**config.mk**
```make
export PLATFORM = sky130hd
export DESIGN_NAME = mem_access_unit
export DESIGN_NICKNAME = d
export VERILOG_FILES = /design/src/rtl/mem_access_unit.sv
export SDC_FILE = /design/constraint.sdc
export NUM_CORES = 2
export LEC_CHECK = 0
export BUFFER_PORTS_ARGS = -buffer_cell sky130_fd_sc_hd__buf_2
export CORE_UTILIZATION = 40
export CTS_CLUSTER_DIAMETER = 50
export DETAILED_ROUTE_END_ITERATION = 8
export PLACE_DENSITY_LB_ADDON = 0.05
export SLEW_MARGIN = 20
export SYNTH_ARGS = -nofsm -noshare
export SYNTH_HDL_FRONTEND = slang
export SYNTH_SLANG_ARGS = --single-unit
```
**constraint.sdc**
```tcl
create_clock -name clk -period 5.73 [get_ports clk]
set_clock_uncertainty 0.05 [all_clocks]
set_input_delay 0.2865 -clock clk [delete_from_list [all_inputs] [get_ports clk]]
set_output_delay 0.2865 -clock clk [all_outputs]
set_load 0.02 [all_outputs]
```
**src/rtl/mem_access_unit.sv**
```systemverilog
// Single-request load/store responder with programmable wait states feeding a register file write port.
// Optional feature: define ACCESS_CHECK_EN to flag out-of-range addresses on err instead of wrapping.
module mem_access_unit #(
  parameter int DATA_W = 8,
  parameter int ADDR_W = 8,
  parameter int DEPTH  = 256,
  parameter int LAT    = 2
) (
  input  logic              clk,
  input  logic              reset,
  input  logic              req_valid,
  output logic              req_ready,
  input  logic              req_write,
  input  logic [ADDR_W-1:0] req_addr,
  input  logic [DATA_W-1:0] req_wdata,
  input  logic [2:0]        req_rd,
  output logic              rsp_valid,
  output logic              rsp_we,
  output logic [2:0]        rsp_reg,
  output logic [DATA_W-1:0] rsp_data,
  output logic              busy,
  output logic              err
);

  // state   | meaning
  // IDLE    | ready for a request, req_ready high
  // WAIT    | counting down wait states for the latched request
  // RESP    | one-cycle completion pulse, store already committed
  typedef enum logic [1:0] {ST_IDLE, ST_WAIT, ST_RESP} state_t;

  localparam int IW = (DEPTH > 1) ? $clog2(DEPTH) : 1;

  state_t            state;
  logic [3:0]        cnt;
  logic              lat_write;
  logic [ADDR_W-1:0] lat_addr;
  logic [DATA_W-1:0] lat_wdata;
  logic [2:0]        lat_rd;

  logic [DATA_W-1:0] mem [DEPTH];

  logic              sel_write;
  logic [ADDR_W-1:0] sel_addr;
  logic [DATA_W-1:0] sel_wdata;
  logic [2:0]        sel_rd;
  logic [IW-1:0]     idx;
  logic              in_range;
  logic              commit;

  // With LAT=0 the request completes on its accept edge, so use the live fields in IDLE.
  always_comb begin
    if (state == ST_IDLE) begin
      sel_write = req_write;
      sel_addr  = req_addr;
      sel_wdata = req_wdata;
      sel_rd    = req_rd;
    end else begin
      sel_write = lat_write;
      sel_addr  = lat_addr;
      sel_wdata = lat_wdata;
      sel_rd    = lat_rd;
    end
  end

  assign idx = IW'(32'(sel_addr) % 32'(DEPTH));

`ifdef ACCESS_CHECK_EN
  logic err_q;
  assign in_range = (32'(sel_addr) < 32'(DEPTH));
  assign err      = err_q;
`else
  assign in_range = 1'b1;
  assign err      = 1'b0;
`endif

  // True on the edge that enters RESP; reset suppresses a pending commit.
  assign commit = !reset &&
                  (((state == ST_IDLE) && req_valid && (LAT == 0)) ||
                   ((state == ST_WAIT) && (cnt == 4'd1)));

  always_ff @(posedge clk) begin
    if (commit && sel_write && in_range)
      mem[idx] <= sel_wdata;
  end

  always_ff @(posedge clk or posedge reset) begin
    if (reset) begin
      state     <= ST_IDLE;
      cnt       <= '0;
      lat_write <= 1'b0;
      lat_addr  <= '0;
      lat_wdata <= '0;
      lat_rd    <= '0;
      req_ready <= 1'b1;
      busy      <= 1'b0;
      rsp_valid <= 1'b0;
      rsp_we    <= 1'b0;
      rsp_reg   <= '0;
      rsp_data  <= '0;
`ifdef ACCESS_CHECK_EN
      err_q     <= 1'b0;
`endif
    end else begin
      rsp_valid <= 1'b0;
      rsp_we    <= 1'b0;
`ifdef ACCESS_CHECK_EN
      err_q     <= 1'b0;
`endif
      case (state)
        ST_IDLE: begin
          if (req_valid) begin
            lat_write <= req_write;
            lat_addr  <= req_addr;
            lat_wdata <= req_wdata;
            lat_rd    <= req_rd;
            cnt       <= 4'(LAT);
            req_ready <= 1'b0;
            busy      <= 1'b1;
            state     <= (LAT == 0) ? ST_RESP : ST_WAIT;
          end
        end
        ST_WAIT: begin
          if (cnt == 4'd1) state <= ST_RESP;
          else             cnt   <= cnt - 4'd1;
        end
        ST_RESP: begin
          state     <= ST_IDLE;
          req_ready <= 1'b1;
          busy      <= 1'b0;
        end
        default: state <= ST_IDLE;
      endcase

      if (commit) begin
        rsp_valid <= 1'b1;
        if (!sel_write) begin
          rsp_we   <= in_range;
          rsp_reg  <= sel_rd;
          rsp_data <= in_range ? mem[idx] : '0;
        end
`ifdef ACCESS_CHECK_EN
        err_q <= !in_range;
`endif
      end
    end
  end

endmodule

```
After elaboration in Yosys (flattened, before gate mapping)
Memory sizes are Yosys's and may differ from the RTL's. A register that Yosys moved wholly into a read port is not among the register bits.
Index checks and enable logic that the tools add are counted.

operators by class
  add/sub/neg operators = 1
  shift-type cells = 0
  multipliers = 0
  eq/ne operators = 6
  mux-type cells = 19
  reduce and logical (&&, ||, !) cells = 12
  order comparisons = 0
  div/mod/pow operators = 0
  bitwise gates (word level) = 1

operators by type and width
  kind                                                                    number
  8-bit 2-to-1 mux                                                        2
  1-bit 2-to-1 mux                                                        8
  4-bit 2-to-1 mux                                                        2
  4-bit one-hot mux with 2 select lines                                   1
  2-bit AND reduction                                                     4
  4-bit by 1-bit equality test with 1-bit output (second input constant)  1
  2-bit 2-to-1 mux                                                        2
  2-bit != test (second input constant)                                   2
  1-bit one-hot mux with 2 select lines                                   2
  2-bit one-hot mux with 2 select lines                                   1
  2-bit nonzero test                                                      2
  4-bit by 1-bit subtractor with 4-bit output (second input constant)     1
  1-bit logical AND                                                       3
  3-bit 2-to-1 mux                                                        1
  3-bit AND reduction                                                     1
  2-bit by 1-bit equality test with 1-bit output (second input constant)  1
  2-bit equality test (second input constant)                             1
  2-bit logical NOT                                                       1
  2-bit by 1-bit != test with 1-bit output (second input constant)        1
  1-bit logical NOT                                                       1
  1-bit NOT                                                               1

storage, ports and cells
  output and inout port bits = 16
  register bits = 33
  memories kept = 1
  bits in latches = 0
  memory bits (read-only) = 0
  bits in writable memories = 2048
  input bits = 23

memory list
  name  depth  bits a word  read ports  clocked after memory_dff  wr ports  line  source
  mem   256    8            1           1                         1         40    logic [DATA_W-1:0] mem [DEPTH];

Depth between registers and ports, before layout
  depth after elaboration = 6
  gate-level depth with buffers = 14

Worst setup path before layout
OpenSTA, ideal clock, no wires.

  kind = register to register
  start point = reg state[1]
  end point = mem mem[0][0] (data pin)
  library setup time = 0.555 ns
  arrival time = 3.313 ns
  clock period less this slack = 3.919 ns
  buffers on the path = 4
  cell stages (with the launch flop) = 7
  setup slack = 1.811 ns
  cell sequence = dfrtp_1 -> buf_6 -> nor2_2 -> buf_6 -> buf_2 -> clkbuf_1 -> mux2_2

between the ends
  longest elaborated chain between the ends = 2

ends and longest elaborated chain
  item                      line  source
  start: declaration        33    state_t state;
  start signal: assignment  119   state <= (LAT == 0) ? ST_RESP : ST_WAIT;
  2-bit logical NOT         52    if (state == ST_IDLE) begin
  8-bit 2-to-1 mux          52
  named net sel_wdata[0]    44    logic [DATA_W-1:0] sel_wdata;
  end: declaration          40

The timed path passes the listed nets, and every way through them passes these cells.

Worst setup path after layout
  start point = reg state[1]
  end point = reg rsp_data[1] (read register of mem)

between the ends
  longest elaborated chain between the ends = 4
  elaborated cells on any way between the ends = 8
  classes of those cells = eq/ne: 1; mux: 2; bitwise: 1; reduce/logical: 4

ends and longest elaborated chain
  item                                                                                        line    source
  2-bit by 1-bit equality test with 1-bit output / 2-bit logical NOT (equally long branches)  79, 52
  1-bit logical AND / 1-bit 2-to-1 mux (equally long branches)                                79, 52
  1-bit logical AND / 1-bit NOT (equally long branches)                                       -
  2-bit AND reduction (no line)                                                               -
  end: declaration                                                                            20      output logic [DATA_W-1:0] rsp_data,

Parallel ways exist; a longest one is shown, timed or not.
A chain may end at the register's enable or synchronous reset.

==> reports/metrics.csv <==
stage;metric;value;unit
placement;HPWL Detailed;150100;µm
yosys;Yosys Warn Count;0;
routing;routed vias;45710;
routing;per-cell routed wire length;33.87;µm
job;maxcap violations;0;
yosys;FFs w/ async S/R, synth;1.963;%
power_and_ir_drop;Sequential Power Share;37.0;%
power_and_ir_drop;total power;53.75;mW
power_and_ir_drop;design internal power;33.04;mW
finish;Final Non-Filler Cells;7485;
finish;Final nets;4787;
status;failing checks;DRC;
sta;Peak Freq;198.9;MHz
critical_path;CP Launch Type;flip-flop;
yosys;Compound-Gate Fraction of Synth Area;10.74;%
routing;vias per cell;6.106;
yosys;synth top area cells;edfxtp_1 (79%), a222oi_1 (4.4%), a22oi_1 (3.2%);
floorplanning;die height;443.4;µm
global_route;gr usage total;25.52;%
cts;clock root cell;clkbuf_16;
routing;Final ANT Viol Nets;0;
sta;Setup-failing EPs final;0;
finish;diodes inserted;0;
yosys;syn_nets;4624;
power_and_ir_drop;P_leak;27.93;nW
yosys;cell count after synthesis;4599;
finish;Area Overhead vs Synth;14.89;%
finish;Layout fillers;16620;
power_and_ir_drop;Comb power frac;35.3;%
sta;Final Max Tran Viols;0;
routing;WL final;253500;µm
worst_hold_path;Hold Path Class;in -> reg;
floorplanning;Ports;39;
yosys;Seq cells post-synth;2089;
global_route;first-pass GRT wire length;355700;µm
global_route;initial antenna violation count;13;
yosys;main combinational cell family by area after synthesis;compound AO/OA/AOI/OAI gates;
power_and_ir_drop;Clk pwr share;27.7;%
power_and_ir_drop;NetSw;20.71;mW
routing;drt drc;1;
cts;clock-pin slew on the worst setup and hold paths;60;ps
floorplanning;Initial Utilization;40.39;%
placement;Routability Congestion;0.8126;
yosys;adder-cell share of the synthesized area;0.03210;%
cts;Inserted Clock Buffers;235;
sta;Setup Total Neg Slack;0;ps
finish;largest reg by FF count;mem;
sta;Final min period;5028;ps
power_and_ir_drop;sw frac;38.54;%
yosys;xor/xnor cell area share of the yosys netlist;0.02247;%
critical_path;crit path max fanout;26;
critical_path;endpoint class of the critical path;flip-flop;
sta;RSZ-0062 raised after global routing;false;
finish;share of cells above drive strength 1;13.43;%
placement;dpl cells;7028;
placement;Post-Place Worst Slack;760.6;ps
sta;crit share post-route;87.75;%
routing;number of DRC markers in iteration 0;6518;
yosys;Synth Area in Simple Gates;6.061;%
yosys;number of flops mapped to enable cells by yosys;2048;
yosys;synth unique cells;58;
floorplanning;Die Wd;443.4;µm
yosys;most frequent cell after synthesis;edfxtp_1;
yosys;Yosys top cell area share;78.90;%
status;status;finished, violations left;
floorplanning;Die Area;196600;µm²
yosys;Synth top cells by count;edfxtp_1 (2048), a222oi_1 (344), nand3_1 (339);
cts;worst skew pair latency;860;ps
finish;max FFs per register;2048;
global_route;total gr overflow;0;
cts;CTS Buffer Depth;3;
floorplanning;Placement Rows;161;
yosys;sequential share of the synthesized area;80.21;%
critical_path;Required @ worst endpoint;6370;ps
critical_path;Crit path arrival time;5670;ps
yosys;Avg Inst Size Synth;16.95;µm²
sta;Final Worst Setup Slack;702.1;ps
floorplanning;core area;193000;µm²
yosys;post-synthesis mux area share;0.6100;%
placement;I/O Buffers;37;
cts;CTS HTree Levels;4;
global_route;vias in the first global route;44270;
cts;clk sinks;2089;
yosys;Top FF cell, synth;edfxtp_1;
sta;Tightest Pin Transition;1208;ps
critical_path;Crit Path Category;reg -> reg;
sta;final hold vios;0;
yosys;Yosys top cell by area;edfxtp_1;
sta;relative slew slack;19.39;%
power_and_ir_drop;power density over cell area;600.2;nW/µm²
routing;TritonRoute pass-1 iters;9;
cts;CTS tree;built;
yosys;Mapped Area;77950;µm²
power_and_ir_drop;Peak VDD IR;402.5;µV
global_route;largest net degree at the start of global routing;130;
==> area by class of cell <==
class / instances / area [µm²] / share of cell area (%)
Sequential cell: 2089 / 62530 / 69.82
Multi-Input combinational cell: 2164 / 13860 / 15.47
Clock buffer: 290 / 6201 / 6.924
Tap cell: 2526 / 3161 / 3.529
Timing Repair Buffer: 267 / 2370 / 2.646
Clock inverter: 144 / 1421 / 1.587
Inverter: 5 / 18.77 / 0.02096
==> metal layers <==
layer,GRT usage (%),vias up,part of all wire [%]
li1,-,19360,-
met5,0,-,0.017
met4,7.074,6,2.6
met1,37.38,24080,44
met3,3.488,330,6.7
met2,39.89,1934,47
==> power groups by stage <==
stage | Sequential, mW | Combinational [mW] | Clock [mW]
CTS | 19.9 | 19.1 | 15.1
global placement | 20.2 | 19.1 | 0
floorplan | 20.5 | 9.47 | 0
detailed placement | 20.2 | 19.0 | 0
global route | 19.9 | 19.9 | 15.7
finish | 19.9 | 19.0 | 14.9
==> cell families after synthesis <==
family	count (synthesis)
AOI/OAI and AO/OA	1075
xor gates and xnor gates	2
adders and majority gates	2
buffers and inverters	346
DFF	2089
muxes	41
other	1
and+or+nand+nor	1043
==> worst paths after layout <==
kind                       cells after the start           end  slack, ps        from
min in group asynchronous                      4  lat_wdata[1]        510       reset
max reg2reg                                   11   rsp_data[1]        700    state[1]
min reg2reg                                    2    rsp_reg[1]        420  rsp_reg[1]
max                                           11   rsp_data[1]        700    state[1]
max in group asynchronous                      5   rsp_data[1]       4270       reset
min                                            3     lat_rd[1]        170   req_rd[1]
==> critical path, cell delays in order, from the launching register on <==
cell and delay [ps]:
dfrtp_1 490, nor2_4 550, mux2i_4 230, buf_4 280, nor2_4 800, buf_4 520
nand3_1 130, a31oi_1 740, a2111oi_0 230, buf_4 250, a22oi_1 380, a31oi_1 150
==> layout by cell type (no fill, tap or decap), types with 10 or more instances in the layout <==
master and n:
clkinvlp_4 13, a31oi_1 45, a22oi_1 333, buf_2 37, a222oi_1 344, a311oi_1 37, buf_12 32, dlygate4sd3_1 23
nand4_1 25, clkinv_1 38, edfxtp_1 2048, a21oi_1 245, clkbuf_1 47, bufinv_16 23, nand2_1 265, inv_6 10
and3_1 90, nand3_1 339, clkinv_4 10, dfrtp_1 40, mux2_2 23, clkinv_2 44, buf_4 175, clkbuf_16 238
nand2_2 19, nor2_1 272, o21ai_0 10
==> repair_timing <==
item / CTS / global route
setup buffers: 0 / 0
endpoints found under the hold margin: 94 / 0
hold buffers: 23 / 0
gates resized for setup: 0 / 0
==> through the flow <==
stage,hold WS (ps),instance area [µm²],util [%]
after floorplan,334.7,77950,-
after global placement,274.0,81700,42.33
after detailed placement,266.3,81700,42.34
after CTS,97.89,89550,46.41
after global routing,147.3,89550,46.41
final,170.0,89550,46.41
No activity file was read; power rests on OpenSTA's default activity.
